### src/rtl/bit_perm_ctrl_if.sv
// ---------------------------------------------------------------------------
// bit_perm_ctrl_if
// Handshake and data bundle for bit_perm_ctrl.
//
// Optional feature macro: BIT_PERM_INV_EN (adds the 1-bit inv select).
//
// Signals:
//   in_valid  - upstream block valid
//   in_ready  - controller can accept a block
//   in        - 128-bit input state, word 0 = in[127:96], word 3 = in[31:0]
//   passes    - number of permutation passes minus 1, sampled at acceptance
//   out_valid - result valid
//   out_ready - downstream accepts the result
//   out       - 128-bit permuted state, same word ordering as in
//   busy      - controller is not idle
//   inv       - (BIT_PERM_INV_EN only) 1 = inverse permute, sampled at acceptance
//
// Modports: slave = the controller, master = the environment driving it.
// ---------------------------------------------------------------------------
interface bit_perm_ctrl_if;
    logic         in_valid;
    logic         in_ready;
    logic [127:0] in;
    logic [1:0]   passes;
    logic         out_valid;
    logic         out_ready;
    logic [127:0] out;
    logic         busy;
`ifdef BIT_PERM_INV_EN
    logic         inv;

    modport slave (
        input  in_valid, in, passes, out_ready, inv,
        output in_ready, out_valid, out, busy
    );

    modport master (
        output in_valid, in, passes, out_ready, inv,
        input  in_ready, out_valid, out, busy
    );
`else
    modport slave (
        input  in_valid, in, passes, out_ready,
        output in_ready, out_valid, out, busy
    );

    modport master (
        output in_valid, in, passes, out_ready,
        input  in_ready, out_valid, out, busy
    );
`endif
endinterface

### src/rtl/bit_perm_ctrl.sv
// ---------------------------------------------------------------------------
// bit_perm_ctrl
// Sequential 4x8 bit-matrix transpose of a 128-bit block, one 32-bit word
// per cycle through a single shared permute unit, repeated passes+1 times.
//
// Optional feature macro: BIT_PERM_INV_EN
//   defined   : bus.inv selects forward (0) or inverse (1) permute per block
//   undefined : forward permute only, no inv signal
//
// Ports:
//   clk - clock, all state changes on the rising edge
//   rst - asynchronous active-high reset
//   bus - bit_perm_ctrl_if.slave (handshake, data, passes, busy[, inv])
//
// States:
//   state | meaning
//   IDLE  | waiting for a block, in_ready=1 (when not in reset)
//   PERM  | permuting word word_idx of the work register each cycle
//   DONE  | result presented on out with out_valid=1 until out_ready
// ---------------------------------------------------------------------------
module bit_perm_ctrl (
    input  logic              clk,
    input  logic              rst,
    bit_perm_ctrl_if.slave    bus
);

    typedef enum logic [1:0] {
        IDLE = 2'd0,
        PERM = 2'd1,
        DONE = 2'd2
    } state_t;

    state_t       state_q, state_d;
    logic [127:0] work_q, work_d;
    logic [1:0]   word_idx_q, word_idx_d;
    logic [1:0]   pass_cnt_q, pass_cnt_d;
    logic [1:0]   passes_q, passes_d;
`ifdef BIT_PERM_INV_EN
    logic         inv_q, inv_d;
`endif

    logic [31:0]  cur_word;
    logic [31:0]  perm_word;
    logic         accept;

    // Forward: out_w[31-(4a+b)] = in_w[31-a-8b]
    function automatic logic [31:0] perm_fwd(input logic [31:0] w);
        logic [31:0] r;
        r = '0;
        for (int a = 0; a < 8; a++) begin
            for (int b = 0; b < 4; b++) begin
                r[31-(4*a+b)] = w[31-a-8*b];
            end
        end
        return r;
    endfunction

`ifdef BIT_PERM_INV_EN
    // Inverse: out_w[31-a-8b] = in_w[31-(4a+b)]
    function automatic logic [31:0] perm_inv(input logic [31:0] w);
        logic [31:0] r;
        r = '0;
        for (int a = 0; a < 8; a++) begin
            for (int b = 0; b < 4; b++) begin
                r[31-a-8*b] = w[31-(4*a+b)];
            end
        end
        return r;
    endfunction
`endif

    // Word selector feeding the single shared permute unit
    always_comb begin
        cur_word = work_q[127:96];
        unique case (word_idx_q)
            2'd0: cur_word = work_q[127:96];
            2'd1: cur_word = work_q[95:64];
            2'd2: cur_word = work_q[63:32];
            2'd3: cur_word = work_q[31:0];
            default: cur_word = work_q[127:96];
        endcase
    end

`ifdef BIT_PERM_INV_EN
    assign perm_word = inv_q ? perm_inv(cur_word) : perm_fwd(cur_word);
`else
    assign perm_word = perm_fwd(cur_word);
`endif

    // in_ready is held low while reset is asserted, so acceptance cannot
    // coincide with a reset edge.
    assign bus.in_ready  = (state_q == IDLE) && !rst;
    assign bus.out_valid = (state_q == DONE);
    assign bus.out       = (state_q == DONE) ? work_q : '0;
    assign bus.busy      = (state_q != IDLE);
    assign accept        = bus.in_valid && bus.in_ready;

    always_ff @(posedge clk or posedge rst) begin
        if (rst) begin
            state_q    <= IDLE;
            work_q     <= '0;
            word_idx_q <= '0;
            pass_cnt_q <= '0;
            passes_q   <= '0;
`ifdef BIT_PERM_INV_EN
            inv_q      <= 1'b0;
`endif
        end else begin
            state_q    <= state_d;
            work_q     <= work_d;
            word_idx_q <= word_idx_d;
            pass_cnt_q <= pass_cnt_d;
            passes_q   <= passes_d;
`ifdef BIT_PERM_INV_EN
            inv_q      <= inv_d;
`endif
        end
    end

    always_comb begin
        state_d    = state_q;
        work_d     = work_q;
        word_idx_d = word_idx_q;
        pass_cnt_d = pass_cnt_q;
        passes_d   = passes_q;
`ifdef BIT_PERM_INV_EN
        inv_d      = inv_q;
`endif

        unique case (state_q)
            IDLE: begin
                if (accept) begin
                    work_d     = bus.in;
                    passes_d   = bus.passes;
                    word_idx_d = 2'd0;
                    pass_cnt_d = 2'd0;
`ifdef BIT_PERM_INV_EN
                    inv_d      = bus.inv;
`endif
                    state_d    = PERM;
                end
            end

            PERM: begin
                unique case (word_idx_q)
                    2'd0: work_d[127:96] = perm_word;
                    2'd1: work_d[95:64]  = perm_word;
                    2'd2: work_d[63:32]  = perm_word;
                    2'd3: work_d[31:0]   = perm_word;
                    default: work_d      = work_q;
                endcase
                word_idx_d = word_idx_q + 2'd1;
                if (word_idx_q == 2'd3) begin
                    if (pass_cnt_q == passes_q) begin
                        state_d = DONE;
                    end else begin
                        pass_cnt_d = pass_cnt_q + 2'd1;
                    end
                end
            end

            DONE: begin
                if (bus.out_ready) begin
                    state_d = IDLE;
                end
            end

            default: begin
                state_d = IDLE;
            end
        endcase
    end

endmodule

### src/flat_wrapper.sv
// flat-port wrapper written by rule: the top's interface ports become plain ports
module bit_perm_ctrl_flat 
  (clk, rst, bus_in_valid, bus_in, bus_passes, bus_out_ready, bus_in_ready, bus_out_valid, bus_out, bus_busy);
  bit_perm_ctrl_if bus_i ();
  input  logic clk;
  input  logic rst;
  input wire logic [$bits(bus_i.in_valid)-1:0] bus_in_valid;
  input wire logic [$bits(bus_i.in)-1:0] bus_in;
  input wire logic [$bits(bus_i.passes)-1:0] bus_passes;
  input wire logic [$bits(bus_i.out_ready)-1:0] bus_out_ready;
  output wire logic [$bits(bus_i.in_ready)-1:0] bus_in_ready;
  output wire logic [$bits(bus_i.out_valid)-1:0] bus_out_valid;
  output wire logic [$bits(bus_i.out)-1:0] bus_out;
  output wire logic [$bits(bus_i.busy)-1:0] bus_busy;
  assign bus_i.in_valid = bus_in_valid;
  assign bus_i.in = bus_in;
  assign bus_i.passes = bus_passes;
  assign bus_i.out_ready = bus_out_ready;
  assign bus_in_ready = bus_i.in_ready;
  assign bus_out_valid = bus_i.out_valid;
  assign bus_out = bus_i.out;
  assign bus_busy = bus_i.busy;
  bit_perm_ctrl u_core (.clk(clk), .rst(rst), .bus(bus_i));
endmodule
### config.mk
export PLATFORM = sky130hd
export DESIGN_NAME = bit_perm_ctrl_flat
export DESIGN_NICKNAME = d
export VERILOG_FILES = /design/src/rtl/bit_perm_ctrl_if.sv /design/src/rtl/bit_perm_ctrl.sv /design/src/flat_wrapper.sv
export SDC_FILE = /design/constraint.sdc
export NUM_CORES = 1
export LEC_CHECK = 0
export ABC_AREA = 1
export BUFFER_PORTS_ARGS = -buffer_cell sky130_fd_sc_hd__buf_2
export CORE_MARGIN = 8
export CORE_UTILIZATION = 53
export CTS_CLUSTER_SIZE = 10
export DETAILED_ROUTE_END_ITERATION = 16
export HOLD_SLACK_MARGIN = 0.06
export PLACE_DENSITY = 0.93
export SYNTH_ARGS = -nofsm -noshare
export SYNTH_HDL_FRONTEND = slang
export SYNTH_SLANG_ARGS = --single-unit
### constraint.sdc
create_clock -name clk -period 5.45 [get_ports clk]
set_input_delay 1.3625 -clock clk [delete_from_list [all_inputs] [get_ports clk]]
set_output_delay 1.3625 -clock clk [all_outputs]
set_load 0.005 [all_outputs]
==> results of run 1 <==
per-layer routing:
metal	part of all wire, %	GRT usage (%)	vias up
li1	-	-	4651
met1	38	34.74	4523
met2	48	48.58	723
met3	12	7.447	73
met4	2.7	12.42	0
met5	0	0	-
cell type report:
cell class / count / area, sq um / area share (%)
multi-input combinational: 1010 / 4422 / 41.45
sequential: 136 / 3403 / 31.90
timing repair buffer: 272 / 1381 / 12.95
inverter: 144 / 550.5 / 5.161
clock buffer: 18 / 439.2 / 4.117
tap: 220 / 275.3 / 2.580
clock inverter: 14 / 196.4 / 1.841
final timing paths:
check	cells after the start	startpoint	endpoint
max in group asynchronous	3	rst	u_core.work_q[110]
min in group asynchronous	2	rst	u_core.passes_q[1]
setup reg to reg	8	u_core.word_idx_q[0]	u_core.work_q[21]
hold / removal	2	u_core.work_q[8]	u_core.work_q[8]
setup / recovery	6	u_core.state_q[1]	bus_out[75]
hold reg to reg	2	u_core.work_q[8]	u_core.work_q[8]
logic make-up after synthesis:
| family | count (synthesis) | share of synthesized area [%] |
|---|---|---|
| AND/OR/NAND/NOR | 869 | 37.75 |
| flip-flops | 136 | 37.95 |
| adder cells (fa/ha/maj) | 4 | 0.5581 |
| buffers and inverters | 241 | 13.21 |
| XOR/XNOR | 2 | 0.1953 |
| AO/OA/AOI/OAI | 135 | 10.34 |
worst max-delay path, delay by kind of cell, from the launching register on:
family	cells	cell delay, ps
DFF	1	440
buffers and inverters	4	1500
and+or+nand+nor	2	200
cell usage in the layout, fill, tap and decap left out, drive strengths merged:
cell type and count:
nand4 32, a21oi 33, clkinv 7, buf 272, nand2 695, bufinv 4, xnor2 2, clkbuf 18
o211ai 96, dfrtp 136, inv 147, nand3 5, o21ai 6, ha 4, nor2 136, or2 1
flip-flops by register name (all words and copies together) (netlist names):
register / flops
u_core.word_idx_q: 2
u_core.work_q: 128
u_core.state_q: 2
u_core.pass_cnt_q: 2
u_core.passes_q: 2
stage by stage:
step | area [sq um] | util [%] | power, W
3_5_place_dp | 10030 | 60.49 | 0.005040
3_3_place_gp | 10030 | 60.49 | 0.004934
6_report | 10670 | 64.33 | 0.006421
5_1_grt | 10670 | 64.33 | 0.006856
2_1_floorplan | 8969 | - | 0.004204
4_1_cts | 10670 | 64.33 | 0.006338
power by group:
part           internal, W  switching (W)  leakage [nW]
clock             0.000783       0.000481         0.315
combinational     0.000979        0.00230          4.34
sequential         0.00149       0.000387          1.70
total              0.00325        0.00317          6.36
==> results.json, run 1 <==
{
  "status": "finished clean",
  "clk_path_buf_depth": 2,
  "relSlewSlack_pct": 23.03,
  "crit_path_start_kind": "flop",
  "path_clk_slew_ps": 60,
  "drc": 0,
  "finalHoldViolCount": 0,
  "place_ws_ps": 1954,
  "whs_ps": 512.4,
  "r2r_slack_ps": 2290,
  "skew_ps": 11.07,
  "worstPathCellList": "inv_1, nor2_1, inv_4, buf_4, nor2_1, buf_2",
  "yosysTopAreaCell": "dfrtp_1",
  "wire_per_inst_microns": 17.47,
  "portBuffers": 264,
  "tightest_slew_ps": 1150,
  "grtUsageTotal_pct": 28.99,
  "root_buffer": "clkbuf_16",
  "cp-end-kind": "primary output",
  "num_vias": 9970,
  "layout-drive-gt1-share_pct": 20.39,
  "vias_per_cell": 5.496,
  "drt_wl_total_microns": 31690,
  "ios": 265,
  "slowest_delay_ps": 730,
  "grt_pass1_vias": 9885,
  "yosys.cell_types.count": 23,
  "synth.top_cell.area_share_pct": 37.95,
  "post-place-cells": 1782,
  "grt_overflow": 0,
  "cellPowerDensity_mw_per_mm2": 601.9,
  "antennaDiodeCount": 0,
  "htreeDepth": 4,
  "layout.nets": 1719,
  "grt_pass1_wl_microns": 50620,
  "hold_path.class": "reg -> reg",
  "final_cells": 1814,
  "worstSetupPathType": "reg -> out",
  "globalplace.congestion": 0.8816,
  "slew_violations": 0,
  "drt_iter0_drc": 1132,
  "nFillCells": 1421,
  "die_y_microns": 146.1,
  "worst_slack_ps": 1474,
  "cap_violations": 0,
  "synthesis.nets": 1525,
  "dr.pass1.iters": 6,
  "crit_required_ps": 4090,
  "postCtsSetupBuffers": 0,
  "crit_fanout": 99,
  "post-route-min-period_ps": 3976,
  "yosysMostFrequentCell": "nand2_1",
  "synth-main-ff-cell": "dfrtp_1",
  "setup_viol": 0,
  "cts_resized": 0,
  "die_area_sq_mm": 0.02134,
  "cts_made_buffers": 17,
  "die_width_microns": 146.1,
  "cts_tree": "built",
  "syn2layout_area_growth_pct": 18.94,
  "dp_hpwl_microns": 20380,
  "tns_ps": 0,
  "row_count": 47,
  "ys_warn_count": 0,
  "antenna_left": 0,
  "ys_seq_area_share_pct": 37.95,
  "slowest_stage": "inv_4",
  "holdBufCountCts": 0,
  "ys_seq_elements": 136,
  "clock-sinks": 136,
  "synth_area_leaders": "dfrtp_1, nand2_1, o211ai_1",
  "worstSkewPairLatency_ps": 430,
  "antenna_found_initial": 0,
  "syn_inst": 1387,
  "syn_area_sq_mm": 0.008969,
  "p_leak_nw": 6.355,
  "crit_top_cell": "nor2_1",
  "async_reset_ff_share_pct": 100.0,
  "synth_common_cells": "nand2_1, inv_1, dfrtp_1, nor2_1, o211ai_1",
  "max-vdd-ir-drop_mv": 0.3854,
  "core_sq_mm": 0.01658,
  "period_share_pct": 72.95,
  "synth.avg_cell_area_sq_um": 6.466,
  "max_freq_ghz": 0.2515,
  "synth_edf_count": 0,
  "start_util_pct": 54.08,
  "grt_max_degree": 106,
  "arrival_ps": 2610,
  "rsz0062_at_grt": "no"
}
(Power assumes the default switching activity.)
==> run 2: changes to the inputs <==
- ABC_AREA: 1 -> 0
- CORE_UTILIZATION: 53 -> 51
- PLACE_DENSITY: 0.93 -> 0.92
- clock period: 5.45 -> 3.84 ns (I/O delays scaled with it)
==> results.json, run 2 <==
{
  "hold_path.class": "reg -> reg",
  "arrival_ps": 2000,
  "layout-drive-gt1-share_pct": 28.51,
  "wire_per_inst_microns": 21.89,
  "ios": 265,
  "ys_seq_area_share_pct": 43.93,
  "path_clk_slew_ps": 50,
  "drc": 0,
  "htreeDepth": 4,
  "r2r_end": "u_core.work_q[82]",
  "critPathLaunch": "u_core.state_q[0]",
  "syn_inst": 925,
  "skew_ps": 10.15,
  "cts_made_buffers": 17,
  "p_leak_nw": 4.587,
  "endpoint": "bus_out[14]",
  "crit_path_start_kind": "flop",
  "synthMuxAreaShare_pct": 0.2746,
  "yosys.area_share.xor_xnor_pct": 0.2261,
  "slowest_delay_ps": 590,
  "yosys.area_share.simple_pct": 27.46,
  "synth.avg_cell_area_sq_um": 8.374,
  "ys_warn_count": 0,
  "root_buffer": "clkbuf_16",
  "rsz0062_at_grt": "no",
  "synth_common_cells": "dfrtp_1, nand2_1, a31oi_1, and2_1, nor3_1",
  "synth-main-ff-cell": "dfrtp_1",
  "yosysTopAreaCell": "dfrtp_1",
  "slew_violations": 0,
  "postCtsSetupBuffers": 0,
  "period_share_pct": 77.21,
  "crit_fanout": 130,
  "postPlaceCellArea_sq_mm": 0.009040,
  "num_vias": 8512,
  "antenna_left": 0,
  "drt_wl_total_microns": 28940,
  "cp.depth": 4,
  "final_cells": 1322,
  "grt_pass1_wl_microns": 45320,
  "regMostFlops": "u_core.work_q",
  "crit_required_ps": 2880,
  "vias_per_cell": 6.439,
  "synth_compound_area_share_pct": 20.29,
  "nFillCells": 1215,
  "syn2layout_area_growth_pct": 24.26,
  "grtUsageTotal_pct": 29.16,
  "clock-sinks": 136,
  "timing.rr.start": "u_core.word_idx_q[1]",
  "synthesis.nets": 1063,
  "holdBufCountCts": 0,
  "worstSetupPathType": "reg -> out",
  "grt_max_degree": 137,
  "synth_area_leaders": "dfrtp_1, a31oi_1, and2_1",
  "cellPowerDensity_mw_per_mm2": 959.0,
  "grt_overflow": 0,
  "synth_edf_count": 0,
  "path_buf_inv": 2,
  "whs_ps": 552.6,
  "die_area_sq_mm": 0.01939,
  "dr.pass1.iters": 6,
  "max_freq_ghz": 0.3373,
  "grt_pass1_vias": 8463,
  "cts_resized": 0,
  "largest_reg_flops": 128,
  "crit_family": "flip-flops",
  "ys_seq_elements": 136,
  "worstPathCellList": "nor2b_4, buf_12, and2_1, buf_2",
  "ff2ff_path_depth": 5,
  "synth-adder-area-share_pct": 0.6461,
  "status": "finished clean",
  "worstSkewPairLatency_ps": 420,
  "post-place-cells": 1290,
  "hold_depth": 2,
  "core_sq_mm": 0.01503,
  "globalplace.congestion": 0.8610,
  "post-route-min-period_ps": 2965,
  "cp-end-kind": "primary output",
  "syn_area_sq_mm": 0.007746,
  "clk_path_buf_depth": 2,
  "finalHoldViolCount": 0,
  "postLayoutCellArea_sq_mm": 0.009625,
  "cap_violations": 0,
  "synth.top_cell.area_share_pct": 43.93,
  "r2r_slack_ps": 1100,
  "async_reset_ff_share_pct": 100.0,
  "die_width_microns": 139.2,
  "tightest_slew_ps": 1018,
  "start_util_pct": 51.53,
  "antenna_found_initial": 1,
  "synth_top_family_by_area": "simple AND/OR/NAND/NOR gates",
  "yosys.cell_types.count": 34,
  "layout_commonest_cell": "buf_2",
  "portBuffers": 264,
  "die_y_microns": 139.2,
  "drt_iter0_drc": 1250,
  "row_count": 45,
  "relSlewSlack_pct": 32.14,
  "dp_hpwl_microns": 18620,
  "cts_tree": "built",
  "slowest_stage": "dfrtp_1",
  "layout_common_cells": "buf_2, nand2_1, dfrtp_1, a31oi_1",
  "max-vdd-ir-drop_mv": 0.4772,
  "tns_ps": 0,
  "setup_viol": 0,
  "layout.nets": 1259
}
## run 2: cell count changes in the layout (fill, tap and decap cells not counted), sizes merged, moves of 96 or more
cell	change
nand2	-558
nor2	-133
a31oi	+129
and2	+128
nor3	+128
inv	-111
o211ai	-96
## run 2: layer usage
metal / vias to the layer above / wire length [microns] / GRT usage [%]
met1: 3993 / 10680 / 34.99
met4: 0 / 941 / 13.81
met5: - / 0 / 0
met2: 731 / 13750 / 46.57
met3: 98 / 3562 / 9.679
li1: 3690 / - / -
## run 2: cell families after synthesis
logic type / Yosys count
simple gates: 416
compound gates: 230
flops: 136
buf+inv: 135
fa+ha+maj: 4
xor+xnor: 2
mux: 2
## run 2: worst min path at each step
stage,start,endpoint,slack (ps)
final,u_core.passes_q[1],u_core.passes_q[1],550
after global routing,u_core.passes_q[1],u_core.passes_q[1],580
after CTS,u_core.passes_q[1],u_core.passes_q[1],550
after detailed placement,u_core.passes_q[1],u_core.passes_q[1],540
after global placement,u_core.passes_q[1],u_core.passes_q[1],510
after floorplan,u_core.passes_q[1],u_core.passes_q[1],480
## run 2: final cells by class
class                           count  area [sq um]  share of cell area (%)
Antenna cell                        1         2.502                 0.02600
Clock buffer                       23         488.0                   5.070
Clock inverter                      8         95.09                  0.9879
Inverter                           37         142.6                   1.482
Multi-Input combinational cell    654          3817                   39.66
Sequential cell                   136          3403                   35.36
Tap cell                          188         235.2                   2.444
Timing Repair Buffer              275          1441                   14.97
## run 2: where the power goes
part / switching, W / leakage [nW] / internal [W]
combinational: 0.00304 / 2.78 / 0.00168
clock: 0.000615 / 0.285 / 0.00102
sequential: 0.000662 / 1.52 / 0.00222
## run 2: tightest hold or removal path: cells and delay by family (launching register included)
family / cells / cell delay, ps
AND/OR/NAND/NOR: 2 / 120
flip-flops: 1 / 400
## run 2: per-stage QoR
step	utilization, %	setup WS [ps]	total power (W)
finish	64.03	875.1	0.009231
detailed placement	60.13	1028	0.007403
global route	64.03	771.8	0.009744
CTS	64.01	892.3	0.009054
floorplan	-	1187	0.005982
global placement	60.13	1101	0.007193
==> run 3: changes to the inputs <==
- ABC_AREA: 0 -> 1
- CORE_UTILIZATION: 51 -> 53
- PLACE_DENSITY: 0.92 -> 0.93
- clock period: 3.84 -> 3.1 ns (I/O delays scaled with it)
==> results.json, run 3 (synthesis gave the netlist of run 1 again) <==
{
  "layout.nets": 1733,
  "p_comb_share_pct": 51.8,
  "worstPathCellList": "inv_1, nor2_1, inv_4, buf_12, nor2_1, buf_2",
  "cap_violations": 0,
  "layout_commonest_cell": "nand2_1",
  "skew_ps": 8.947,
  "slew_violations": 0,
  "grt_pass1_wl_microns": 51850,
  "htreeDepth": 4,
  "path_clk_slew_ps": 60,
  "endpoint": "bus_out[18]",
  "grtUsageTotal_pct": 29.97,
  "max_freq_ghz": 0.3769,
  "ios": 265,
  "tightest_slew_ps": 1198,
  "r2r_end": "u_core.work_q[58]",
  "cts_tree": "built",
  "worstSetupPathType": "reg -> out",
  "grt_pass1_vias": 10160,
  "crit_fanout": 61,
  "finalHoldViolCount": 0,
  "hold_path.class": "in -> async",
  "clk_path_buf_depth": 2,
  "cellPowerDensity_mw_per_mm2": 1057,
  "postCtsSetupBuffers": 0,
  "period_share_pct": 85.58,
  "slowest_stage": "dfrtp_1",
  "relSlewSlack_pct": 19.81,
  "num_vias": 10160,
  "max-vdd-ir-drop_mv": 0.5152,
  "status": "finished clean",
  "rsz0062_at_grt": "no",
  "swShare_pct": 49.09,
  "timing.rr.start": "u_core.state_q[1]",
  "crit_top_cell": "nor2_1",
  "crit_required_ps": 2320,
  "grt_max_degree": 81,
  "core_sq_mm": 0.01658,
  "cp-end-kind": "primary output",
  "root_buffer": "clkbuf_16",
  "vias_per_cell": 5.553,
  "antenna_left": 0,
  "tns_ps": 0,
  "slowest_delay_ps": 450,
  "worstSkewPairLatency_ps": 420,
  "crit_path_start_kind": "flop",
  "start_util_pct": 54.08,
  "die_area_sq_mm": 0.02134,
  "drt_wl_total_microns": 32560,
  "ff2ff_path_depth": 5,
  "dr.pass1.iters": 6,
  "p_leak_nw": 6.436,
  "clock-sinks": 136,
  "largest_reg_flops": 128,
  "portBuffers": 264,
  "drc": 0,
  "syn2layout_area_growth_pct": 20.88,
  "critPathLaunch": "u_core.state_q[1]",
  "layout_common_cells": "nand2_1, buf_2, inv_1, dfrtp_1, nor2_1",
  "postPlaceCellArea_sq_mm": 0.01021,
  "row_count": 47,
  "drt_iter0_drc": 1193,
  "seq_power_share_pct": 29.1,
  "total_power_w": 0.01146,
  "layout-drive-gt1-share_pct": 20.96,
  "regMostFlops": "u_core.work_q",
  "p_switching_w": 0.005626,
  "globalplace.congestion": 0.8885,
  "antenna_found_initial": 1,
  "die_width_microns": 146.1,
  "holdBufCountCts": 0,
  "cts_made_buffers": 17,
  "r2r_slack_ps": 660,
  "arrival_ps": 1880,
  "setup_viol": 0,
  "die_y_microns": 146.1,
  "power_frac_clock_pct": 19.1,
  "grt_overflow": 0,
  "dp_hpwl_microns": 21540,
  "cts_resized": 0,
  "intPower_w": 0.005834,
  "wire_per_inst_microns": 17.80,
  "postLayoutCellArea_sq_mm": 0.01084,
  "post-route-min-period_ps": 2653
}
run 3: worst max-delay path, delay by kind of cell, from the launching register on:
kind	cells	cell delay, ps
flip-flops	1	450
buffers and inverters	4	560
AND/OR/NAND/NOR	2	410
run 3: how the worst min path moves through the flow:
stage	from	endpoint
finish	rst	u_core.work_q[62]
global route	rst	u_core.work_q[87]
CTS	rst	u_core.work_q[119]
detailed placement	u_core.work_q[13]	u_core.work_q[13]
global placement	u_core.work_q[30]	u_core.work_q[30]
floorplan	u_core.passes_q[1]	u_core.passes_q[1]
run 3: routing by layer:
| metal | vias up | track usage, % | part of all wire, % |
|---|---|---|---|
| met3 | 125 | 7.447 | 11 |
| met1 | 4621 | 36.30 | 38 |
| li1 | 4685 | - | - |
| met4 | 0 | 14.89 | 3.5 |
| met5 | - | 0 | 0 |
| met2 | 725 | 49.05 | 48 |
run 3: stage by stage:
stage | setup slack (ps) | utilization, % | std cells | hold WS, ps
floorplan | 631.9 | - | 1387 | 469.5
global placement | 876.7 | 61.56 | 1796 | 487.2
detailed placement | 752.9 | 61.56 | 1796 | 498.1
CTS | 445.6 | 65.36 | 1828 | 492.9
global route | 352.3 | 65.38 | 1829 | 540.1
finish | 447.0 | 65.38 | 1829 | 484.1
run 3: area by class of cell:
type	instances	area [sq um]
Clock buffer	20	456.7
Clock inverter	12	173.9
Inverter	144	549.3
Multi-Input combinational cell	1010	4419
Sequential cell	136	3403
Fill cell	1425	5742
Timing Repair Buffer	286	1562
Tap cell	220	275.3
Antenna cell	1	2.502
run 3: power groups by stage:
stage / logic (W) / registers, W / clock network (W)
after floorplan: 0.00431 / 0.00308 / 0
after global placement: 0.00558 / 0.00326 / 0
after detailed placement: 0.00577 / 0.00330 / 0
after CTS: 0.00584 / 0.00329 / 0.00219
after global routing: 0.00657 / 0.00340 / 0.00226
final: 0.00594 / 0.00333 / 0.00219
